===== config.mk =====
export PLATFORM = sky130hd
export DESIGN_NAME = data_register_arbiter
export DESIGN_NICKNAME = d
export VERILOG_FILES = /design/src/rtl/data_register_arbiter.sv
export SDC_FILE = /design/constraint.sdc
export NUM_CORES = 1
export LEC_CHECK = 0
export BUFFER_PORTS_ARGS = -buffer_cell sky130_fd_sc_hd__buf_2
export CAP_MARGIN = 40
export CORE_AREA = 2 2 65 67
export CTS_BUF_LIST = sky130_fd_sc_hd__clkbuf_2 sky130_fd_sc_hd__clkbuf_4 sky130_fd_sc_hd__clkbuf_8
export CTS_CLUSTER_DIAMETER = 200
export CTS_CLUSTER_SIZE = 24
export DETAILED_ROUTE_END_ITERATION = 10
export DIE_AREA = 0 0 67 69
export HOLD_SLACK_MARGIN = 0.08
export PLACE_DENSITY = 0.85
export REMOVE_ABC_BUFFERS = 1
export SKIP_LAST_GASP = 1
export SLEW_MARGIN = 30
export SYNTH_ARGS = -nofsm -noshare
export SYNTH_HDL_FRONTEND = slang
export SYNTH_SLANG_ARGS = --single-unit

===== constraint.sdc =====
create_clock -name clock -period 1.54 [get_ports clock]
set_input_delay 0.077 -clock clock [delete_from_list [all_inputs] [get_ports clock]]
set_output_delay 0.077 -clock clock [all_outputs]
set_load 0.01 [all_outputs]

===== src/rtl/data_register_arbiter.sv =====
// Round-robin arbiter sharing one single-port-write/comb-read register file
// between requesters A and B, with a full-array clear sequencer.
module data_register_arbiter #(
    parameter int unsigned ADDR_WIDTH = 8,
    parameter int unsigned DATA_WIDTH = 8,
    parameter logic [DATA_WIDTH-1:0] CLEAR_VALUE = '0
) (
    input  logic                  clock,
    input  logic                  reset_n,
    input  logic                  a_req_valid,
    input  logic                  a_req_write,
    input  logic [ADDR_WIDTH-1:0] a_req_addr,
    input  logic [DATA_WIDTH-1:0] a_req_wdata,
    output logic                  a_req_ready,
    output logic                  a_resp_valid,
    output logic [DATA_WIDTH-1:0] a_resp_data,
    input  logic                  b_req_valid,
    input  logic                  b_req_write,
    input  logic [ADDR_WIDTH-1:0] b_req_addr,
    input  logic [DATA_WIDTH-1:0] b_req_wdata,
    output logic                  b_req_ready,
    output logic                  b_resp_valid,
    output logic [DATA_WIDTH-1:0] b_resp_data,
    input  logic                  clear_start,
    output logic                  clear_busy,
    output logic                  rf_enable_write,
    output logic [ADDR_WIDTH-1:0] rf_write_addr,
    output logic [DATA_WIDTH-1:0] rf_write_data,
    output logic [ADDR_WIDTH-1:0] rf_read_addr,
    input  logic [DATA_WIDTH-1:0] rf_read_data
);

    typedef enum logic {
        IDLE  = 1'b0,
        CLEAR = 1'b1
    } state_t;

    state_t                  r_state;
    state_t                  w_state_nxt;
    logic [ADDR_WIDTH-1:0]   r_clr_cnt;
    logic                    r_ptr_b;      // 1: B wins a tie, 0: A wins a tie
    logic                    r_a_resp_valid;
    logic [DATA_WIDTH-1:0]   r_a_resp_data;
    logic                    r_b_resp_valid;
    logic [DATA_WIDTH-1:0]   r_b_resp_data;
    logic                    r_clear_busy;
    logic                    w_grant_a;
    logic                    w_grant_b;
    logic                    w_clr_last;

    assign w_clr_last = (r_clr_cnt == '1);

    // Next state and grant selection
    always_comb begin
        w_state_nxt = r_state;
        w_grant_a   = 1'b0;
        w_grant_b   = 1'b0;
        case (r_state)
            IDLE: begin
                if (clear_start) begin
                    w_state_nxt = CLEAR;
                end else if (a_req_valid && b_req_valid) begin
                    w_grant_a = !r_ptr_b;
                    w_grant_b = r_ptr_b;
                end else begin
                    w_grant_a = a_req_valid;
                    w_grant_b = b_req_valid;
                end
            end
            CLEAR: begin
                if (w_clr_last) begin
                    w_state_nxt = IDLE;
                end
            end
            default: w_state_nxt = IDLE;
        endcase
        if (!reset_n) begin
            w_grant_a = 1'b0;
            w_grant_b = 1'b0;
        end
    end

    // Register-file port steering
    always_comb begin
        rf_enable_write = 1'b0;
        rf_write_addr   = '0;
        rf_write_data   = '0;
        rf_read_addr    = '0;
        if (r_state == CLEAR && reset_n) begin
            rf_enable_write = 1'b1;
            rf_write_addr   = r_clr_cnt;
            rf_write_data   = CLEAR_VALUE;
        end else if (w_grant_a) begin
            if (a_req_write) begin
                rf_enable_write = 1'b1;
                rf_write_addr   = a_req_addr;
                rf_write_data   = a_req_wdata;
            end else begin
                rf_read_addr    = a_req_addr;
            end
        end else if (w_grant_b) begin
            if (b_req_write) begin
                rf_enable_write = 1'b1;
                rf_write_addr   = b_req_addr;
                rf_write_data   = b_req_wdata;
            end else begin
                rf_read_addr    = b_req_addr;
            end
        end
    end

    assign a_req_ready  = w_grant_a;
    assign b_req_ready  = w_grant_b;
    assign a_resp_valid = r_a_resp_valid;
    assign a_resp_data  = r_a_resp_data;
    assign b_resp_valid = r_b_resp_valid;
    assign b_resp_data  = r_b_resp_data;
    assign clear_busy   = r_clear_busy;

    // State, counter, pointer and response registers
    always_ff @(posedge clock or negedge reset_n) begin
        if (!reset_n) begin
            r_state        <= IDLE;
            r_clr_cnt      <= '0;
            r_ptr_b        <= 1'b0;
            r_a_resp_valid <= 1'b0;
            r_a_resp_data  <= '0;
            r_b_resp_valid <= 1'b0;
            r_b_resp_data  <= '0;
            r_clear_busy   <= 1'b0;
        end else begin
            r_state      <= w_state_nxt;
            r_clear_busy <= (w_state_nxt == CLEAR);
            if (r_state == CLEAR) begin
                r_clr_cnt <= r_clr_cnt + ADDR_WIDTH'(1);
            end
            if (w_grant_a) begin
                r_ptr_b <= 1'b1;
            end else if (w_grant_b) begin
                r_ptr_b <= 1'b0;
            end
            r_a_resp_valid <= w_grant_a && !a_req_write;
            r_b_resp_valid <= w_grant_b && !b_req_write;
            if (w_grant_a && !a_req_write) begin
                r_a_resp_data <= rf_read_data;
            end
            if (w_grant_b && !b_req_write) begin
                r_b_resp_data <= rf_read_data;
            end
        end
    end

endmodule

=== After elaboration in Yosys (flattened, before gate mapping) ===
Index checks and enable logic that the tools add are counted.

* Div/mod/pow operators: 0
* Reductions and logical operators: 8
* Multiplexer cells: 33
* Multipliers: 0
* Bitwise operators: 1
* $lt $le $gt $ge: 0
* Eq/ne operators: 1
* Shift-type cells: 0
* Add/sub/neg operators: 1

{| class="wikitable"
|+ Operators by type and width
! cell !! number
|-
| $mux W8 || 15
|-
| $mux W1 || 17
|-
| $add A8 B1 Y8 const B || 1
|-
| $eq A8 B8 Y1 const B || 1
|-
| $logic_and A1 B1 Y1 || 4
|-
| $logic_not A1 Y1 || 3
|-
| $pmux W1 S2 || 1
|-
| $reduce_bool A2 Y1 || 1
|-
| $not A1 Y1 || 1
|}

* Latch bits: 0
* Input bits: 47
* Logic and storage cells: 51
* Output and inout bits: 46
* Register bits: 28
* Memory bits (writable): 0
* Bits in read-only memories: 0
* Memories: 0

=== Depth between registers and ports, before layout ===
Gate-level depths: netlist of the first run.

* Word-level depth: 8
* Gate-level depth with buffers: 6
* Depth with buffers taken out: 4

=== Least setup slack after synthesis of the first run ===
Ideal clock, no wire load.

* Path type: register to register
* Start point: reg, netlist name clear_busy
* End point: reg r_a_resp_data[6] (netlist: a_resp_data[6])
* Library setup time: 0.127 ns
* Data arrival time: 1.616 ns
* Buffers on the path: 3
* Setup slack: -0.203 ns
* Stages on the path, launching flop included: 7
* Cell sequence: dfrtp_1 -> buf_2 -> nor3b_4 -> and4b_1 -> buf_4 -> buf_6 -> mux2_1

{| class="wikitable"
|+ RTL lines
! what !! RTL line !! source
|-
| end signal, assigned || 145 || <nowiki>r_a_resp_data <= rf_read_data;</nowiki>
|-
| end, declared || 43 || <nowiki>logic [DATA_WIDTH-1:0] r_a_resp_data;</nowiki>
|}

==> results of run 1 <==
==> what timing repair did <==
item                       in CTS  in global routing
resized for setup              26                  9
gates cloned                    1                  0
buffers inserted               11                  8
pin swaps                       0                  1
hold endpoints to repair       44                  0
setup endpoints to repair      38                 42
hold buffers                   10                  0
==> power by group through the flow <==
stage | Sequential (mW) | Combinational [mW] | Clock (mW)
6_report | 0.957 | 0.516 | 0.580
5_1_grt | 0.971 | 0.566 | 0.624
4_1_cts | 0.952 | 0.512 | 0.590
3_5_place_dp | 0.965 | 0.481 | 0
3_3_place_gp | 0.958 | 0.464 | 0
2_1_floorplan | 0.944 | 0.285 | 0
==> Yosys cell counts, drive strengths merged <==
library cell and n:
a21oi 1, a221o 8, nand3 2, mux2 17, nand2b 1, xor2 1
and4 2, dfrtp 28, and2b 1, or3b 1, nor3b 1, xnor2 6
nand4b 1, nor2 1, a31oi 2, ha 1, and4b 1, nand2 4
nor3 1, nand4 2, buf 9, inv 1, a211o 1, and3 12
a22o 16
==> metrics by stage <==
stage	setup TNS (ps)	utilization (%)	area [µm²]	instances	total power, mW
global route	-14270	63.6	2490	293	2.16
CTS	-9810	62.3	2440	290	2.05
finish	-11900	63.6	2490	293	2.05
global placement	-159	53.2	2080	264	1.42
detailed placement	-1510	53.2	2080	264	1.45
floorplan	-8880	-	1450	112	1.23
==> registers in the layout, indices dropped and copies added (netlist names) <==
| signal | cells |
|---|---|
| a_resp_valid | 1 |
| a_resp_data | 8 |
| r_clr_cnt | 8 |
| b_resp_data | 8 |
| clear_busy | 1 |
| b_resp_valid | 1 |
| r_ptr_b | 1 |
==> path summary, 6_finish.rpt <==
path                               from               end  slack [ps]  cells after the start
min in group clock          b_req_valid           r_ptr_b         100                      2
hold / removal                  reset_n    b_resp_data[5]          50                      3
setup reg to reg             clear_busy    b_resp_data[3]        -290                      7
hold reg to reg            r_clr_cnt[7]      r_clr_cnt[7]         500                      1
max in group asynchronous       reset_n    b_resp_data[0]         910                      3
setup / recovery             clear_busy  rf_write_addr[6]        -340                      5
==> cells by family (layout without fill, tap and decap cells) <==
family / Yosys count / after routing / share of synthesized area [%]
multiplexers: 17 / 17 / 12.7
XOR/XNOR: 7 / 7 / 4.06
flip-flops: 28 / 28 / 46.4
adder cells (fa/ha/maj): 1 / 1 / 0.828
buffers and inverters: 10 / 132 / 4.47
AND/OR/NAND/NOR: 30 / 30 / 15.2
AO/OA/AOI/OAI: 28 / 28 / 16.3
==> cell usage in the layout (no fill, tap or decap), types with 2 or more instances in the layout <==
| cell | count |
|---|---|
| and3_2 | 8 |
| buf_4 | 8 |
| nand3_1 | 2 |
| nand4_1 | 2 |
| a22o_1 | 16 |
| a221o_1 | 8 |
| mux2_2 | 3 |
| mux2_4 | 14 |
| buf_12 | 3 |
| nand2_1 | 4 |
| buf_6 | 12 |
| dfrtp_1 | 28 |
| and3_1 | 4 |
| dlygate4sd3_1 | 9 |
| xnor2_1 | 6 |
| buf_2 | 93 |
| clkbuf_8 | 3 |
| a31oi_1 | 2 |
==> worst max-delay path, delay by kind of cell, from the launching register on <==
family	cells	cell delay [ps]
AO/OA/AOI/OAI	1	140
buffers and inverters	2	300
flip-flops	1	440
AND/OR/NAND/NOR	2	650
==> final cells by class <==
cell class	instances	area (µm²)
multi-input combinational	83	813
timing repair inverter	1	7.51
clock inverter	1	30.0
fill	306	1430
clock buffer	3	41.3
timing repair buffer	126	826
sequential	28	701
tap	50	62.6
inverter	1	6.26
==> per-layer routing <==
layer | up-vias | track usage, % | share of wire, %
li1 | 716 | - | -
met1 | 757 | 26.1 | 37
met2 | 60 | 38.9 | 56
met3 | 18 | 2.94 | 3.5
met4 | 0 | 9.75 | 3.4
met5 | - | 0 | 0
==> summary.txt, run 1 <==
Yosys
  – Syn_area_per_cell: 12.5 µm²
  – Synth warn: 0
  – Synthesized area: 1510 µm²
  – Register area share after synthesis: 46.4%
  – Area leader, netlist: dfrtp_1
  – Mapped Cells: roughly 120
  – Synth area leaders: dfrtp_1 46%, mux2_1 9.7%, a22o_1 9.3%
  – Top cell type's share of synthesized area: between 40 and 50%
  – Netlist cell types: 30
  – Synthesized flop and latch total: 28

Pwr
  – Power share of the combinational group: 25.1%
  – Sequential Power Share: 46.6%
  – PwrDens: 825 nW/µm²
  – Switch share: 27.7%
  – Clk network pwr share: 28.2%
  – Max VDD drop: 425 µV
  – Lkg Pwr: between 1 and 1.5 nW
  – Switching component of the power: 568 µW
  – Internal power: 1.48 mW

STA
  – Max-slew violations: 0
  – Final setup viols: 41
  – Setup ws final: -337 ps
  – Slew headroom: 70.2%
  – Min Clock Period, post-route: 1880 ps
  – Measured slew at the worst slew-check pin: roughly 450 ps
  – Final Hold Vio Count: 0
  – Final hold slack: 50.3 ps
  – Final period utilization: 122%
  – Fin Clk Skew: 1.09 ps
  – RSZ-0062 raised after global routing: yes
  – FMAX: around 0.53 GHz

GRT
  – Initial antenna violation count: 0
  – Largest net degree at the start of global routing: 21
  – Number of global-route vias before repair: about 1600
  – Grt ovf: 0
  – Global Route Usage Sum: 22.2%
  – First-pass GRT wire length: 7970 µm

Route
  – Via count: 1551
  – WL/cell: 17.4 µm
  – Vias per cell: between 5 and 6
  – # DRC: 0
  – Drt total wl: 5110 µm
  – Length of the first detailed-routing pass in iterations: 4
  – Initial drt markers: 73
  – DRT antenna net count: 0

CTS
  – Clock-pin slew on the worst setup and hold paths: 90 ps
  – Clock buffer count from CTS: 3
  – H-tree levels: 1
  – Worst skew pair latency: 270 ps
  – Clock sink count: 28
  – CTS tree: yes
  – CTS root buf: clkbuf_8
  – Maximum buffer depth of the clock tree: 2

Place
  – Port bufs: 92
  – Setup WS pre-CTS: -121 ps
  – Final HPWL DP: 3470 µm
  – RePlAce Congestion: between 0.7 and 0.8

Run
  – Max-cap violations: 0

Setup path
  – Max stage delay on crit path: 440 ps
  – Slowest-stage cell, CP: dfrtp_1
  – Worst Path Arrival: 1800 ps
  – CP endpoint kind: output port
  – Crit path max fanout: 15
  – Cell Chain, Critical Path: or3b_4, nor3_4, buf_12, a221o_1, buf_2
  – WS Path Type: register to output port
  – Required time of the worst setup path: 1460 ps
  – Critical Path Source Type: register

Run status
  – Status: complete, but fails checks
  – Failing checks: setup timing

Worst hold path
  – Hold Crit Class: input pin to asynchronous set/reset pin

Floorplanning
  – Starting density of the core: 38.6%
  – Die Width: 67 µm
  – Die footprint: 4620 µm²
  – Core area: 3910 µm²
  – Std-Cell Rows: 23
  – Die Y: roughly 69 µm
  – # IOs: slightly above 90

Layout
  – Diode count: 0
  – # nets final: 292
  – Area Growth Syn to Fin: 64.7%
  – Share of layout cells above drive strength 1: 64.2%
(Power assumes the default switching activity.)
==> inputs of run 2 (changes only) <==
Settings changed: CORE_AREA 2 2 65 67 to 3 3 61 63, DIE_AREA 0 0 67 69 to 0 0 64 66, PLACE_DENSITY 0.85 to 0.95.
Clock period 1.54 ns to 2.3 ns, I/O delays scaled along.
==> run 2 against run 1 <==
  * Clock skew is 8.5 ps higher
  * Critical endpoint is now rf_write_addr[3]
  * Largest cell class is now multi-input combinational cells
  * Clock power fell by 44%
  * The flow now finishes without violations
  * Combinational power decreased by 32%
  * Sequential cell count did not move
  * Design area down 14%
  * Worst hold slack better by 41 ps
  * Sequential share of layout area is 4.4 points higher
  * Core utilization rose by 1.9 points
==> summary.txt, run 2 (synthesized netlist as in run 1, its figures left out) <==
Layout
  – Share of layout cells above drive strength 1: between 50 and 60%
  – Highest-count cells in the layout ignoring fill and taps: 92 x buf_2, 28 x dfrtp_1, 16 x a22o_1, 13 x mux2_1, 10 x dlygate4sd3_1
  – # nets final: 271
  – Diode count: 0
  – Post-layout util: between 60% and 70%
  – Area Growth Syn to Fin: 42.3%
  – Fillcell total: 210
  – Commonest non-fill, non-tap cell in the layout: buf_2

STA
  – Slew headroom: 74.2%
  – FMAX: 0.470 GHz
  – RSZ-0062 raised after global routing: no
  – Final period utilization: about 92%
  – Final setup viols: 0
  – Measured slew at the worst slew-check pin: 386 ps
  – Max-slew violations: 0
  – Final Hold Vio Count: 0
  – Fin Setup TNS: 0 ps
  – Fin Clk Skew: 9.58 ps
  – Min Clock Period, post-route: 2130 ps

Pwr
  – Max VDD drop: 433 µV
  – Lkg Pwr: 1.23 nW
  – PwrDens: ~610 nW/µm²

CTS
  – Clock sink count: 28
  – Post-CTS Repair Setup Buffers: 0
  – Clock-pin slew on the worst setup and hold paths: ~140 ps
  – CTS root buf: clkbuf_4
  – H-tree levels: 1
  – Worst skew pair latency: 340 ps
  – Maximum buffer depth of the clock tree: 2
  – Clock buffer count from CTS: 3
  – CTS tree: yes

Floorplanning
  – Die footprint: 4220 µm²
  – Die Width: 64 µm
  – # IOs: 93
  – Starting density of the core: 46.0%
  – Core area: approximately 3300 µm²
  – Std-Cell Rows: 21
  – Die Y: 66 µm

Setup path
  – Critical Path Source Type: register
  – R2R depth: 4
  – Worst flop-to-flop path endpoint: b_resp_data[0]
  – WS Path Type: register to output port
  – Required time of the worst setup path: approximately 2200 ps
  – Max stage delay on crit path: 530 ps
  – Worst Path Arrival: 2010 ps
  – R2r setup slk: 550 ps
  – CP endpoint kind: output port
  – Reg2reg start: clear_busy
  – Cell Chain, Critical Path: nor3b_4, and4_2, a221o_1, buf_2
  – Slowest-stage cell, CP: and4_2
  – Crit path max fanout: 17

Run
  – Max-cap violations: 0

GRT
  – Largest net degree at the start of global routing: 31
  – Grt ovf: 0
  – First-pass GRT wire length: about 8200 µm
  – Initial antenna violation count: 0
  – Global Route Usage Sum: 26.0%
  – Number of global-route vias before repair: 1500

Route
  – WL/cell: 20.3 µm
  – Via count: about 1500
  – # DRC: 0
  – Drt total wl: 5450 µm
  – DRT antenna net count: 0
  – Vias per cell: 5.76
  – Initial drt markers: 176
  – Length of the first detailed-routing pass in iterations: 4

Worst hold path
  – Hold endpoint: clear_busy
  – Worst hold start: clear_start
  – Worst Hold Depth: 3
  – Hold Crit Class: input pin to register

Place
  – Final HPWL DP: between 3000 and 4000 µm
  – Port bufs: ~90
  – RePlAce Congestion: about 0.71

Run status
  – Status: finished clean
[run 2: changes by cell type in the layout (fill, tap and decap cells not counted), sizes merged]
cell / change
buf: -21
clkinvlp: -1
dlygate4sd3: +1
[run 2: metrics by stage]
step / cell area (µm²) / setup WS (ps) / power [mW] / hold slack, ps / instances
2_1_floorplan: 1450 / 403 / 0.822 / -181 / 112
6_report: 2150 / 174 / 1.32 / 91.6 / 268
3_5_place_dp: 1990 / 425 / 0.975 / -24.6 / 254
3_3_place_gp: 1990 / 512 / 0.955 / -27.6 / 254
5_1_grt: 2150 / 58.6 / 1.38 / 82.1 / 268
4_1_cts: 2150 / 33.4 / 1.31 / 86.7 / 268
[run 2: cell type report]
class	instances	area, µm²	share of cell area, %
Multi-Input combinational cell	83	743	34.6
Sequential cell	28	701	32.6
Timing Repair Buffer	106	591	27.5
Tap cell	46	57.6	2.68
Clock inverter	1	30.0	1.40
Clock buffer	3	22.5	1.05
Inverter	1	3.75	0.175
[run 2: worst max path at each step]
stage | start | to | depth (start not counted)
global placement | clear_busy | rf_write_addr[7] | 4
CTS | clear_busy | rf_write_addr[4] | 4
global route | clear_busy | rf_read_addr[2] | 5
finish | clear_busy | rf_write_addr[3] | 4
floorplan | clear_busy | a_resp_data[0] | 3
detailed placement | clear_busy | rf_write_addr[4] | 4
[run 2: what timing repair did]
| action | CTS | global route |
|---|---|---|
| resized for setup | 0 | 1 |
| endpoints found under the hold margin | 45 | 0 |
| endpoints found under the setup margin | 0 | 17 |
| hold buffers | 10 | 0 |
[run 2: routing by layer]
metal | vias to the layer above | track usage [%] | part of all wire (%)
met5 | - | 0 | 0
met4 | 0 | 11.1 | 2.6
met3 | 13 | 5.61 | 10
met2 | 103 | 44.5 | 50
met1 | 754 | 31.5 | 38
li1 | 673 | - | -
[run 2: report_power, final]
group	total, mW	internal [mW]	switching (mW)
clock	0.323	0.177	0.146
sequential	0.645	0.563	0.0814
combinational	0.349	0.190	0.159
total	1.32	0.930	0.387
[run 2: worst max-delay path, delay by kind of cell (launching register included)]
family / cells / cell delay, ps
and+or+nand+nor: 2 / 840
DFF: 1 / 450
AOI/OAI and AO/OA: 1 / 240
buffers and inverters: 1 / 150
==> inputs of run 3 (changes only) <==
Settings changed: ABC_AREA set to 1, CORE_AREA 3 3 61 63 to 3 3 64 66, DIE_AREA 0 0 64 66 to 0 0 67 69.
==> run 3 against run 2 <==
  * Critical path depth rose by 4
  * Worst hold slack got worse by 4.5 ps
  * Routed wire length rose by 5.8%
  * Global-route usage fell by 2.5 points
  * Maximum frequency rose by 1.2%
  * Clock skew fell by 7.6 ps
  * Die area rose by 9.4%
  * Final cell count rose by 49%
  * Combinational power rose by 5%
  * Clock power rose by 20%
  * Largest cell class unchanged
==> summary.txt, run 3 <==
Run status
  – Status: finished clean

Floorplanning
  – Std-Cell Rows: 22
  – Starting density of the core: 49.7%
  – Die Y: 69 µm
  – Core area: 3630 µm²
  – # IOs: 93
  – Die footprint: 4620 µm²
  – Die Width: 67 µm

STA
  – Final period utilization: 91.3%
  – Final setup viols: 0
  – Final hold slack: ~87 ps
  – Slew headroom: 60.7%
  – Fin Setup TNS: 0 ps
  – Measured slew at the worst slew-check pin: around 600 ps
  – Min Clock Period, post-route: 2100 ps
  – Fin Clk Skew: 2.02 ps
  – Final Hold Vio Count: 0
  – RSZ-0062 raised after global routing: no
  – Max-slew violations: 0
  – FMAX: around 0.48 GHz

Yosys
  – Synth warn: 0
  – Synthesized area: 1810 µm²
  – Post-synth EDFFs: 0
  – Area leader, netlist: dfrtp_1
  – Count leader, synth: nand2_1
  – Synthesized flop and latch total: 28
  – Top cell type's share of synthesized area: between 30% and 40%
  – Synth cell count leaders: 111 x nand2_1, 36 x nand3_1, 28 x dfrtp_1
  – Syn_area_per_cell: 7.19 µm²
  – Ys async rst share: between 90% and 100%
  – Register area share after synthesis: 38.8%
  – Mapped Cells: 251
  – Ys flop type: dfrtp_1
  – Synth area leaders: dfrtp_1 39%, nand2_1 23%, nand3_1 10%
  – Netlist cell types: 26

CTS
  – Maximum buffer depth of the clock tree: 2
  – Worst skew pair latency: 270 ps
  – Clock sink count: 28
  – CTS tree: yes
  – Clock buffer count from CTS: 3
  – CTS root buf: clkbuf_8
  – H-tree levels: 1
  – Clock-pin slew on the worst setup and hold paths: 90 ps
  – Resize count post-CTS: 0

Setup path
  – Worst Path Arrival: 1990 ps
  – WS Path Type: input pin to output port
  – Crit path max fanout: 20
  – Critical Path Source Type: input pin
  – CP endpoint kind: output port
  – Required time of the worst setup path: about 2200 ps

Layout
  – Area Growth Syn to Fin: 35.8%
  – Share of layout cells above drive strength 1: 35.8%
  – # nets final: 401
  – Multi-input gate area: 906 µm²
  – Highest-count cells in the layout ignoring fill and taps: 111 x nand2_1, 92 x buf_2, 36 x nand3_1, 28 x dfrtp_1, 21 x inv_1
  – Post-route cell area: 2450 µm²
  – Commonest non-fill, non-tap cell in the layout: nand2_1
  – Reg area: 701 µm²
  – Fillcell total: roughly 290
  – Diode count: 0
  – Finished Layout Cells: 400

Pwr
  – Power share of the combinational group: 26.4%
  – Internal power: 941 µW
  – PwrDens: 566 nW/µm²
  – Lkg Pwr: approximately 1.5 nW
  – Sequential Power Share: between 40% and 50%
  – Clk network pwr share: between 20% and 30%
  – Switch share: around a third
  – Max VDD drop: 429 µV
  – Switching component of the power: roughly 450 µW

Route
  – # DRC: 0
  – Length of the first detailed-routing pass in iterations: 4
  – Via count: 2087
  – Vias per cell: 5.22
  – DRT antenna net count: 0
  – Initial drt markers: 157
  – WL/cell: 14.4 µm
  – Routed wl met3: 505 µm
  – Met2 wire length: 2930 µm
  – Metal-1 WL: around 2200 µm
  – Top layer reached by signal wires: met4
  – Drt total wl: 5770 µm

Place
  – Area after DPL: 2260 µm²
  – RePlAce Congestion: 0.802
  – Final HPWL DP: 3910 µm
  – Dpl cells: 383
  – Port bufs: 92

GRT
  – Initial antenna violation count: 0
  – Grt ovf: 0
  – Global Route Usage Sum: 23.6%
  – Number of global-route vias before repair: 1904
  – Largest net degree at the start of global routing: 21
  – First-pass GRT wire length: 8650 µm

Worst hold path
  – Hold Crit Class: input pin to register

Run
  – Max-cap violations: 0
[run 3: final cells by class]
cell class / instances / share of cell area (%)
inverters: 26 / 4.08
multi-input cells: 186 / 37.0
repair buffers: 108 / 25.0
clock inverters: 1 / 1.23
clock buffers: 3 / 1.68
flip-flops and latches: 28 / 28.6
well taps: 48 / 2.45
[run 3: worst paths after layout]
kind                                    to             from  cells after the start  slack (ps)
max in group asynchronous   a_resp_data[0]          reset_n                      3        1490
setup / recovery           rf_read_addr[2]          reset_n                      8         200
min in group asynchronous       clear_busy          reset_n                      2         260
hold reg to reg             b_resp_data[5]   b_resp_data[5]                      2         490
hold / removal              a_resp_data[5]  rf_read_data[5]                      3          90
setup reg to reg                   r_ptr_b       clear_busy                      5         710
[run 3: timing repair]
action                                  4_1_cts  5_1_grt
hold buffers                                  8        0
endpoints found under the setup margin        0        8
setup buffers                                 0        5
endpoints found under the hold margin        27        0
[run 3: metal layers]
metal	vias up	track usage (%)
met2	122	41.3
met1	972	28.2
met3	14	3.58
met5	-	0
met4	0	8.78
li1	979	-
[run 3: cell families after synthesis]
logic type	Yosys count	synth area share, %
compound gates	3	1.04
simple gates	177	46.0
flops	28	38.8
xor+xnor	5	2.43
buf+inv	37	11.0
fa+ha+maj	1	0.693
[run 3: power groups by stage]
stage | sequential [mW] | combinational, mW | clock, mW
final | 0.635 | 0.367 | 0.387
after global routing | 0.640 | 0.420 | 0.403
after CTS | 0.625 | 0.363 | 0.386
after detailed placement | 0.631 | 0.343 | 0
after global placement | 0.625 | 0.326 | 0
after floorplan | 0.619 | 0.195 | 0
[run 3: critical path, cell delays in order]
cell,delay (ps)
dlygate4sd3_1,520
buf_2,300
nand3_2,150
nor2_4,370
buf_12,210
nand3_1,80
nand2_1,90
buf_2,130
[run 3: stage by stage]
step / power, mW / setup slack (ps) / utilization, %
2_1_floorplan: 0.813 / 777 / -
3_3_place_gp: 0.951 / 626 / 62.3
3_5_place_dp: 0.974 / 579 / 62.3
4_1_cts: 1.37 / 142 / 66.4
5_1_grt: 1.46 / 107 / 67.5
6_report: 1.39 / 199 / 67.5
